<file path="src/rtl/mips_pkg.sv">
// Shared definitions for the MIPS fetch/decode front end: reset and bubble
// constants, the IF/ID register layout, the next-PC source encoding and
// small address helpers used by the fetch stage.
package mips_pkg;

  // Address fetched on the first cycle after reset.
  localparam logic [31:0] RESET_PC_DEF = 32'h0000_0000;

  // sll $0,$0,0 -- the canonical MIPS no-op used for bubbles.
  localparam logic [31:0] NOP_INST = 32'h0000_0000;

  // Opcode class the decoder reports for J/JAL.
  localparam logic [2:0] OPC_CLASS_J = 3'b100;

  // Sequential fetch step in bytes.
  localparam logic [31:0] PC_STEP = 32'd4;

  // Contents of the IF/ID pipeline register.
  typedef struct packed {
    logic [31:0] inst;
    logic [31:0] pc4;
    logic        valid;
  } ifid_t;

  // Which source wins the next-PC selection this cycle.
  typedef enum logic [1:0] {
    SEL_SEQ    = 2'b00,
    SEL_HOLD   = 2'b01,
    SEL_BRANCH = 2'b10,
    SEL_JUMP   = 2'b11
  } pc_sel_e;

  // J-type target: top nibble of the delay-slot PC, 26-bit index, word aligned.
  function automatic logic [31:0] jump_target(input logic [3:0]  pc4_hi,
                                              input logic [25:0] index);
    return {pc4_hi, index, 2'b00};
  endfunction

  // Instruction addresses are always word aligned.
  function automatic logic [31:0] word_align(input logic [31:0] addr);
    return {addr[31:2], 2'b00};
  endfunction

endpackage

</file>
<file path="src/rtl/if_id_stage_pc_next_sel.sv">
// Next-PC priority mux for the fetch stage. Picks between reset-free
// sources (EX branch, ID jump, hazard hold, sequential) and tells the
// IF/ID register whether to load, hold or squash.
module pc_next_sel
  import mips_pkg::*;
(
  input  logic [31:0] pc_i,
  input  logic        stall_i,
  input  logic        br_taken_i,
  input  logic [31:0] br_target_i,
  input  logic        jump_en_i,
  input  logic [25:0] jump_index_i,
  input  logic [3:0]  ifid_pc4_hi_i,
  input  logic        ifid_valid_i,
  output logic [31:0] pc_d_o,
  output logic [31:0] pc_plus4_o,
  output pc_sel_e     sel_o,
  output logic        flush_o,
  output logic        hold_o
);

  pc_sel_e sel;

  // The branch comes from the older EX instruction so it beats the jump;
  // a jump only counts when the ID slot holds a real instruction; both
  // redirects beat the hazard hold.
  always_comb begin
    sel = SEL_SEQ;
    if (br_taken_i) begin
      sel = SEL_BRANCH;
    end else if (jump_en_i && ifid_valid_i) begin
      sel = SEL_JUMP;
    end else if (stall_i) begin
      sel = SEL_HOLD;
    end
  end

  // Turn the selected source into the next PC and the IF/ID control pair.
  always_comb begin
    pc_plus4_o = pc_i + PC_STEP;
    pc_d_o     = pc_plus4_o;
    flush_o    = 1'b0;
    hold_o     = 1'b0;
    unique case (sel)
      SEL_BRANCH: begin
        pc_d_o  = word_align(br_target_i);
        flush_o = 1'b1;
      end
      SEL_JUMP: begin
        pc_d_o  = jump_target(ifid_pc4_hi_i, jump_index_i);
        flush_o = 1'b1;
      end
      SEL_HOLD: begin
        pc_d_o = pc_i;
        hold_o = 1'b1;
      end
      default: begin
        pc_d_o = pc_plus4_o;
      end
    endcase
  end

  assign sel_o = sel;

endmodule

</file>
<file path="src/rtl/if_id_stage.sv">
// Instruction-fetch stage and IF/ID pipeline register for the 5-stage MIPS
// core. Owns the PC, addresses the asynchronous-read instruction memory and
// captures the fetched word with its PC+4 for the decoder.
// Optional build macro: IFID_PERF_CNT_EN adds saturating stall_cnt and
// flush_cnt event counters.
module if_id_stage #(
  parameter logic [31:0] RESET_PC = mips_pkg::RESET_PC_DEF,
  parameter logic [31:0] NOP_INST = mips_pkg::NOP_INST
) (
  input  logic        clk,
  input  logic        rst,
  input  logic        stall,
  input  logic        br_taken,
  input  logic [31:0] br_target,
  input  logic        jump_en,
  input  logic [25:0] jump_index,
  output logic [31:0] imem_addr,
  input  logic [31:0] imem_rdata,
  output logic [31:0] ifid_inst,
  output logic [31:0] ifid_pc4,
  output logic        ifid_valid
`ifdef IFID_PERF_CNT_EN
  ,
  output logic [31:0] stall_cnt,
  output logic [31:0] flush_cnt
`endif
);

  import mips_pkg::*;

  logic [31:0] pc_q;
  logic [31:0] pc_d;
  logic [31:0] pc_plus4;
  ifid_t       ifid_q;
  ifid_t       ifid_d;
  pc_sel_e     sel;
  logic        flush;
  logic        hold;

  pc_next_sel u_pc_next_sel (
    .pc_i          (pc_q),
    .stall_i       (stall),
    .br_taken_i    (br_taken),
    .br_target_i   (br_target),
    .jump_en_i     (jump_en),
    .jump_index_i  (jump_index),
    .ifid_pc4_hi_i (ifid_q.pc4[31:28]),
    .ifid_valid_i  (ifid_q.valid),
    .pc_d_o        (pc_d),
    .pc_plus4_o    (pc_plus4),
    .sel_o         (sel),
    .flush_o       (flush),
    .hold_o        (hold)
  );

  // Next IF/ID contents: squash on redirect, keep on hold, else capture
  // the word imem returns for the current PC. The PC+4 field is left as is
  // on a squash since nothing consumes it while valid is low.
  always_comb begin
    ifid_d = ifid_q;
    if (flush) begin
      ifid_d.inst  = NOP_INST;
      ifid_d.valid = 1'b0;
    end else if (!hold) begin
      ifid_d.inst  = imem_rdata;
      ifid_d.pc4   = pc_plus4;
      ifid_d.valid = 1'b1;
    end
  end

  // PC and IF/ID register; reset wins over every pipeline control.
  always_ff @(posedge clk) begin
    if (rst) begin
      pc_q         <= RESET_PC;
      ifid_q.inst  <= NOP_INST;
      ifid_q.pc4   <= 32'h0000_0000;
      ifid_q.valid <= 1'b0;
    end else begin
      pc_q   <= pc_d;
      ifid_q <= ifid_d;
    end
  end

  assign imem_addr  = pc_q;
  assign ifid_inst  = ifid_q.inst;
  assign ifid_pc4   = ifid_q.pc4;
  assign ifid_valid = ifid_q.valid;

  // Branch targets are forced to word alignment, so the low bits are dropped.
  logic unused_br_lsbs;
  assign unused_br_lsbs = ^br_target[1:0];

`ifdef IFID_PERF_CNT_EN
  logic [31:0] stall_cnt_q;
  logic [31:0] flush_cnt_q;

  // Event counters: a stall only counts when no redirect overrode it, and
  // both counters stick at all-ones instead of wrapping.
  always_ff @(posedge clk) begin
    if (rst) begin
      stall_cnt_q <= 32'h0000_0000;
      flush_cnt_q <= 32'h0000_0000;
    end else begin
      if ((sel == SEL_HOLD) && (stall_cnt_q != 32'hFFFF_FFFF)) begin
        stall_cnt_q <= stall_cnt_q + 32'd1;
      end
      if (flush && (flush_cnt_q != 32'hFFFF_FFFF)) begin
        flush_cnt_q <= flush_cnt_q + 32'd1;
      end
    end
  end

  assign stall_cnt = stall_cnt_q;
  assign flush_cnt = flush_cnt_q;
`endif

endmodule

</file>
<file path="config.mk">
export PLATFORM = sky130hd
export DESIGN_NAME = if_id_stage
export DESIGN_NICKNAME = d
export VERILOG_FILES = /design/src/rtl/mips_pkg.sv /design/src/rtl/if_id_stage_pc_next_sel.sv /design/src/rtl/if_id_stage.sv
export SDC_FILE = /design/constraint.sdc
export NUM_CORES = 1
export LEC_CHECK = 0
export BUFFER_PORTS_ARGS = -buffer_cell sky130_fd_sc_hd__buf_2
export CAP_MARGIN = 20
export CORE_MARGIN = 8
export CORE_UTILIZATION = 30
export CTS_BUF_LIST = sky130_fd_sc_hd__clkbuf_4
export DETAILED_ROUTE_END_ITERATION = 8
export PLACE_DENSITY_LB_ADDON = 0.1
export SLEW_MARGIN = 20
export SYNTH_ARGS = -nofsm -noshare
export SYNTH_HDL_FRONTEND = slang
export SYNTH_SLANG_ARGS = --single-unit
</file>
<file path="constraint.sdc">
create_clock -name clk -period 2.4 [get_ports clk]
set_input_delay 0.24 -clock clk [delete_from_list [all_inputs] [get_ports clk]]
set_output_delay 0.24 -clock clk [all_outputs]
set_load 0.02 [all_outputs]
</file>
After elaboration in Yosys (flattened, before gate mapping). Cells that the tools add are included.

Word-level logic and storage cells: 20. Bits in registers: 97.

Mux-type cells: 6. Equality and inequality tests: 3. Reduce and logical (&&, ||, !) cells: 4. Bitwise operators: 2. Add/sub/neg operators: 1.

Operators by type and width (count): case mux 32 bit (3 select lines) (1); adder 32 x 3 -> 32 bit (second input constant) (1); == test 2 bit (second input constant) (2); two-way mux 2 bit (2); OR reduction 2 bit (2); two-way mux 1 bit (3); == test 2 x 1 -> 1 bit (second input constant) (1); inverter 1 bit (2); AND reduction 2 bit (1); logical AND 1 bit (1).

Logic depth before layout (Yosys ltp). Gate-level depths: netlist of run 1.

Depth after elaboration: 8. Depth in mapped cells: 8.

Cells and area by module. A second synthesis of run 1 with hierarchy kept.

Cells, all modules: 594. Area, all modules: 5092.4 µm².

Modules (own cells, without submodules): if_id_stage (cells each 320, instances 1, area each 3367.0 µm²); pc_next_sel (cells each 274, instances 1, area each 1725.4 µm²).

Worst setup path after synthesis of run 1. No wires, ideal clock.

Path type: reg2reg. From: register pc_q[10], in the netlist imem_addr[10]. To: register pc_q[28], in the netlist imem_addr[28]. Buffers on the path: 1. Data arrival time: 2043 ps. Cell stages (with the launch flop): 7. Required time: 2297 ps. Clock period less this slack: 2147 ps. Setup slack: 253 ps. Library setup time: 103 ps. Path through: dfxtp_1 nand3_2 or4_4 buf_6 nor4_4 xnor2_1 a2111oi_2.

Longest elaborated chain between the ends: 2.

RTL lines: start, declared (RTL line if_id_stage.sv:31) `logic [31:0] pc_q;`; start signal, assigned (RTL line if_id_stage.sv:79) `pc_q <= pc_d;`; adder 32 x 3 -> 32 bit (RTL line if_id_stage_pc_next_sel.sv:40) `pc_plus4_o = pc_i + PC_STEP;`; case mux 32 bit (3 select lines) (RTL line if_id_stage_pc_next_sel.sv:44) `unique case (sel)`.

Every way passes these cells. A chain may end at the register's enable or synchronous reset.

Worst setup path in the final report of run 1.
From: register pc_q[22], in the netlist imem_addr[22]. To: register ifid_q (netlist bit ifid_pc4[31]).

Longest elaborated chain between the ends: 1.

RTL lines: adder 32 x 3 -> 32 bit (RTL line if_id_stage_pc_next_sel.sv:40); end signal, assigned (RTL line if_id_stage.sv:80) `ifid_q <= ifid_d;`; end, declared (RTL line if_id_stage.sv:34) `ifid_t ifid_q;`.

Every way passes these cells.

==> results by group, run 1 <==
Status
  – Status: complete, no violations

Critical path
  – Setup crit end kind: register
  – Critical path's top delay family: simple AND/OR/NAND/NOR gates
  – Crit path from: imem_addr[22]
  – Max stage delay on crit path: roughly 500 ps
  – Worst path slowest cell: or3_1
  – Critical setup path kind: reg -> reg
  – Worst EP required: about 2800 ps
  – CP most frequent cell: or3_1
  – R2r startpoint: imem_addr[22]
  – Critical path, cell by cell: nand4_1 -> or3_1 -> or3_1 -> xor2_1 -> a211oi_1
  – CP startpoint kind: register
  – CP Buf/Inv Count: 0
  – Crit path DAT: around 2500 ps
  – Crit path max fanout: 7

STA
  – FMAX: 470.1 MHz
  – Setup TNS: 0 ps
  – Tcrit/Tclk final: about nine tenths
  – RSZ-0062 raised after global routing: false
  – Slew HR: between 50% and 60%
  – Tmin final: around 2100 ps
  – Worst slew pin tran: between 700 and 800 ps
  – Clock Skew: 10.83 ps
  – Hold Fails Final Rpt: 0
  – Worst Hold Slack: approximately 59 ps
  – Final setup fails: 0
  – Max-slew violation count: 0

Logic synthesis
  – Syn. warnings: 0
  – Number of synthesized flops with an enable pin: 0
  – Syn avg cell area: approximately 8 um^2
  – Top_reg_cell synth: dfxtp_1
  – FF+latch count, synth: 93
  – Yosys top cell area share: between 40% and 50%
  – Area leader, netlist: dfxtp_1
  – Post-synth cell types: 42
  – Async set-or-reset flop fraction in the synthesized netlist: 0%
  – Cell area after synthesis: 4372 um^2
  – Post-synthesis cell count: 547
  – Dominant cells by area after synthesis: dfxtp_1, a21oi_1, mux2i_1
  – Register area share after synthesis: approximately 43%

Global routing
  – First-pass GRT wire length: about 24,000 um
  – Gr usage total: between 15 and 20%
  – Congestion Overflow GR: 0
  – Vias in the first global route: about 4,600
  – Largest net degree at the start of global routing: 42
  – Initial antenna violation count: 2

Routing
  – Vias per cell: about 4.9
  – Drt pass-1 iters: 4
  – DRT iter0 DRCs: around 230
  – Antenna-violating nets left: 0
  – Wire length per cell: roughly 16 um
  – Final WL: between 15,000 and 20,000 um
  – # DRC: 0
  – Via count: 4,601

Place
  – Dpl hpwl: about 11,000 um
  – GPL Wtd Cong: 0.7586
  – # port buffers: roughly 190
  – DP Area: between 5000 and 6000 um^2

Pwr
  – Leakage power: ~0.0027 uW
  – Switch share: 28.89%
  – Total power: 3266 uW
  – Internal: 2322 uW
  – Peak supply drop: 0.2766 mV
  – Pwr per Cell Area: 541.1 nW/um^2
  – Logic pwr share: between 10% and 20%
  – Flop pwr share: between 50% and 60%
  – Clock power share: around 29%
  – Sw Pwr: around 940 uW

Die
  – CORE AREA: ~14,000 um^2
  – Die area: ~19,000 um^2
  – Die width: around 140 um
  – Initial Utilization: a little under a third
  – Die height: around 140 um
  – FP Rows: between 40 and 50
  – Ports: ~190

Min path
  – Hold/Removal Path Class: in -> reg
  – Hold_sp: br_target[15]

Clock network
  – Worst skew pair latency: roughly 450 ps
  – Post-CTS Hold Buffers: 34
  – CTS Sinks: slightly above 90
  – Setup bufs post-CTS: 0
  – Clk slew on worst S/H paths: roughly 140 ps
  – Post-CTS Resized: 0
  – CTS tree: built
  – CTS root buf: clkbuf_4
  – H-tree Lvls: 3
  – Clk buf depth: 2
  – CTS buffer count: 9

Layout
  – Commonest non-fill, non-tap cells in the layout: buf_2, a21oi_1, dfxtp_1, nand2_1, nor2_1
  – Nets: 854
  – Synthesis-to-finish area growth: 38.07%
  – Utilization after layout: 42.01%
  – Commonest non-fill, non-tap cell in the layout: buf_2
  – Layout cells sized above 1: between 30% and 40%
  – Design area: 6036 um^2
  – Fillers: roughly 1,500

Run
  – Number of max-cap violations: 0
-- per-stage QoR --
stage	instances	setup slack, ps
finish	948	272.6
global route	948	116.0
CTS	947	229.7
detailed placement	897	274.1
global placement	897	333.5
floorplan	550	253.3
-- layout make-up --
type | instances | area (um^2) | share of cell area, %
Multi-Input combinational cell | 403 | 2301 | 38.12
Sequential cell | 93 | 1862 | 30.85
Timing Repair Buffer | 244 | 1456 | 24.13
Tap cell | 184 | 230.2 | 3.814
Clock buffer | 11 | 82.58 | 1.368
Clock inverter | 5 | 75.07 | 1.244
Inverter | 7 | 26.28 | 0.4353
Antenna cell | 1 | 2.502 | 0.04146
-- Yosys cell counts, types with 3 or more instances --
| cell type | instances |
|---|---|
| a2111oi_0 | 3 |
| a211oi_1 | 9 |
| a21boi_0 | 3 |
| a21oi_1 | 101 |
| and4_1 | 4 |
| buf_1 | 9 |
| buf_4 | 4 |
| clkbuf_1 | 33 |
| dfxtp_1 | 93 |
| inv_1 | 7 |
| mux2i_1 | 33 |
| nand2_1 | 65 |
| nand3_1 | 36 |
| nand4_1 | 6 |
| nor2_1 | 55 |
| nor3_1 | 9 |
| nor4_1 | 11 |
| nor4b_1 | 3 |
| o21ai_1 | 10 |
| o31a_1 | 6 |
| or3_1 | 5 |
| xnor2_1 | 11 |
| xor2_1 | 8 |
-- sequential cells by signal, indices dropped and copies added, names as in the netlist --
register,flops
imem_addr,30
ifid_pc4,30
ifid_valid,1
ifid_inst,32
-- power by group through the flow --
stage          Sequential [uW]  Clock [uW]  Combinational (uW)
5_1_grt                   1690        1070                 694
2_1_floorplan             1800           0                 259
3_3_place_gp              1710           0                 585
4_1_cts                   1680        1020                 637
6_report                  1680         959                 631
3_5_place_dp              1710           0                 593
-- worst min-delay path: stages --
cell and delay (ps):
buf_2 90, a221oi_1 80, nor2_1 70
-- layer usage --
layer	vias to the layer above	GRT usage, %	share of wire (%)
met3	17	5.690	10
met5	-	0	0.052
li1	2339	-	-
met2	160	26.07	45
met1	2083	18.97	43
met4	2	6.711	2.0
-- path summary, 6_finish.rpt --
check                                      to  slack, ps  cells after the start
worst max-delay path             ifid_pc4[31]        270                      5
worst min-delay path            imem_addr[15]         60                      3
worst max register to register   ifid_pc4[31]        270                      5
worst min register to register    ifid_pc4[6]        460                      2
-- cell families (layout without fill, tap and decap cells) --
group,count (synthesis),in the layout,share of synthesized area [%]
compound gates,142,142,18.49
xor+xnor,19,19,3.807
fa+ha+maj,1,1,0.2862
buf+inv,54,267,5.152
flops,93,93,42.59
mux,33,33,7.556
other cells,1,5,0.08578
simple gates,204,204,22.04
No activity file was read; power rests on OpenSTA's default activity.
==> run 2, diff against run 1 <==
- ABC_AREA: unset -> 0
- CORE_UTILIZATION: 30 -> 40
==> run 2 against run 1 <==
Effect of this change: final area shrank 1.2%; register-to-register slack got worse by 30 ps; worst hold slack lost 27 ps; first-iteration DRC count up 1.8%; critical path type unchanged; largest power group unchanged.
==> results by group, run 2 (synthesis results as in run 1) <==
Routing
  – Drt pass-1 iters: 5 (+1)
  – DRT iter0 DRCs: 232 (+1.8%)
  – Wire length per cell: 16.02 um (-0.37%)
  – Antenna-violating nets left: 0 (unchanged)
  – # DRC: 0 (unchanged)
  – Final WL: 14,400 um (-5.5%)
  – Vias per cell: 5.192 (+7.0%)
  – Via count: 4,668 (+1.5%)

STA
  – Max-slew violation count: 0 (unchanged)
  – Worst slew pin tran: 579.8 ps (-157.7 ps)
  – Final setup fails: 0 (unchanged)
  – Tmin final: 2161 ps (+33.35 ps)
  – Tcrit/Tclk final: 90.03% (+1.4 points)
  – Clock Skew: 13.18 ps (+2.349 ps)
  – RSZ-0062 raised after global routing: false
  – Setup TNS: 0 ps (unchanged)
  – FMAX: 462.8 MHz (-1.5%)
  – Slew HR: 61.35% (+11 points)
  – Hold Fails Final Rpt: 0 (unchanged)

Status
  – Status: complete, no violations

Place
  – DP Area: 5478 um^2 (-1.0%)
  – GPL Wtd Cong: 0.7773 (+2.5%)
  – Dpl hpwl: 10,520 um (-6.4%)
  – Placed cells: 853 (-4.9%)
  – # port buffers: 185 (unchanged)

Pwr
  – Pwr per Cell Area: 565.3 nW/um^2 (+4.5%)
  – Internal: 2402 uW (+3.4%)
  – Logic pwr share: 18.3% (-1.0 points)
  – Leakage power: 0.002655 uW (about the same)
  – Peak supply drop: 0.2951 mV (+6.7%)
  – Clock power share: 31.9% (+2.5 points)
  – Sw Pwr: 967.2 uW (+2.5%)
  – Flop pwr share: 49.8% (-1.5 points)
  – Switch share: 28.71% (-0.18 points)

Min path
  – Hold/Removal Path Class: in -> reg

Critical path
  – Crit path max fanout: 11 (+4)
  – Max stage delay on crit path: 640 ps (+140 ps)
  – Worst path slowest cell: or4_4
  – CP startpoint kind: register
  – Worst EP required: 2780 ps (about the same)
  – Critical path, cell by cell: nand4_1 -> or4_4 -> or3_1 -> xor2_1 -> a211oi_1
  – Crit path DAT: 2550 ps (+50 ps)
  – Setup crit end kind: register
  – Critical setup path kind: reg -> reg

Run
  – Number of max-cap violations: 0 (unchanged)

Die
  – Die height: 120.5 um (-12%)
  – Die width: 120.5 um (-12%)
  – FP Rows: 38 (-14%)
  – CORE AREA: 10,750 um^2 (-25%)
  – Die area: 14,530 um^2 (-22%)
  – Ports: 192 (unchanged)
  – Initial Utilization: 40.68% (+10 points)

Clock network
  – CTS tree: built
  – Setup bufs post-CTS: 0 (unchanged)
  – Clk buf depth: 2 (unchanged)
  – CTS Sinks: 93 (unchanged)
  – Clk slew on worst S/H paths: 150 ps (about the same)
  – Worst skew pair latency: 460 ps (about the same)
  – H-tree Lvls: 3 (unchanged)
  – CTS buffer count: 9 (unchanged)
  – CTS root buf: clkbuf_4

Layout
  – Synthesis-to-finish area growth: 36.35%
  – Nets: 850 (-0.47%)
  – Post-Layout Cell Count: 899 (-5.2%)
  – Antenna Cells: 0 (-1)
  – Commonest non-fill, non-tap cell in the layout: buf_2
  – Layout cells sized above 1: 30.57% (+0.55 points)
  – Max FFs per register: 32 (unchanged)
  – Design area: 5961 um^2 (-1.2%)
  – Commonest non-fill, non-tap cells in the layout: buf_2, a21oi_1, dfxtp_1, nand2_1, nor2_1

Global routing
  – Gr usage total: 19.58% (+3.5 points)
  – Largest net degree at the start of global routing: 37 (-12%)
  – Vias in the first global route: 4,784 (+3.5%)
  – First-pass GRT wire length: 23,510 um (-1.6%)
  – Congestion Overflow GR: 0 (unchanged)
  – Initial antenna violation count: 0 (-2)
[run 2: cell types whose count changed in the layout (fill, tap and decap cells not counted), sizes merged]
cell	delta
bufinv	+1
diode	-1
clkinv	+2
dlygate4sd3	-4
clkinvlp	-1
clkbuf	-2
[run 2: power groups by stage]
| stage | Combinational, uW | Sequential, uW | Clock, uW |
|---|---|---|---|
| 3_5_place_dp | 583 | 1710 | 0 |
| 6_report | 617 | 1680 | 1070 |
| 4_1_cts | 621 | 1680 | 1100 |
| 3_3_place_gp | 573 | 1710 | 0 |
| 2_1_floorplan | 259 | 1800 | 0 |
| 5_1_grt | 676 | 1690 | 1170 |
[run 2: worst paths after layout]
path / start / to / slack, ps / cells after the start
worst min-delay path: imem_rdata[17] / ifid_inst[17] / 30 / 3
worst max-delay path: imem_addr[15] / ifid_pc4[31] / 240 / 5
worst min register to register: ifid_pc4[13] / ifid_pc4[13] / 460 / 2
worst max register to register: imem_addr[15] / ifid_pc4[31] / 240 / 5
[run 2: final cells by class]
class                      instances  area, um^2
tap                              140       175.2
multi-input combinational        403        2301
clock inverter                     7       113.9
fill                            1054        4785
timing repair buffer             240        1414
inverter                           7       26.28
clock buffer                       9       67.56
sequential                        93        1863
[run 2: timing repair]
item,CTS,global route
gates resized for setup,0,1
endpoints found under the hold margin,30,0
hold buffers,30,0
setup endpoints to repair,0,1
[run 2: critical path: cells and delay by family, from the launching register on]
family | cells | cell delay [ps]
xor+xnor | 1 | 160
compound gates | 1 | 220
simple gates | 3 | 1280
flops | 1 | 410
[run 2: metal layers]
layer | vias up | global-route usage [%] | part of all wire [%]
met5 | - | 0 | 0
met4 | 0 | 6.245 | 1.5
met3 | 16 | 7.459 | 10
li1 | 2332 | - | -
met2 | 169 | 33.66 | 48
met1 | 2151 | 21.88 | 41
[run 2: stage by stage]
stage	setup WS (ps)	total power, uW	hold slack, ps	util, %
after CTS	182.5	3405	3.695	55.46
after global placement	236.4	2282	442.1	50.98
after detailed placement	209.5	2295	448.2	50.98
after global routing	78.45	3538	24.94	55.47
after floorplan	253.3	2055	383.9	-
final	239.2	3369	31.97	55.47
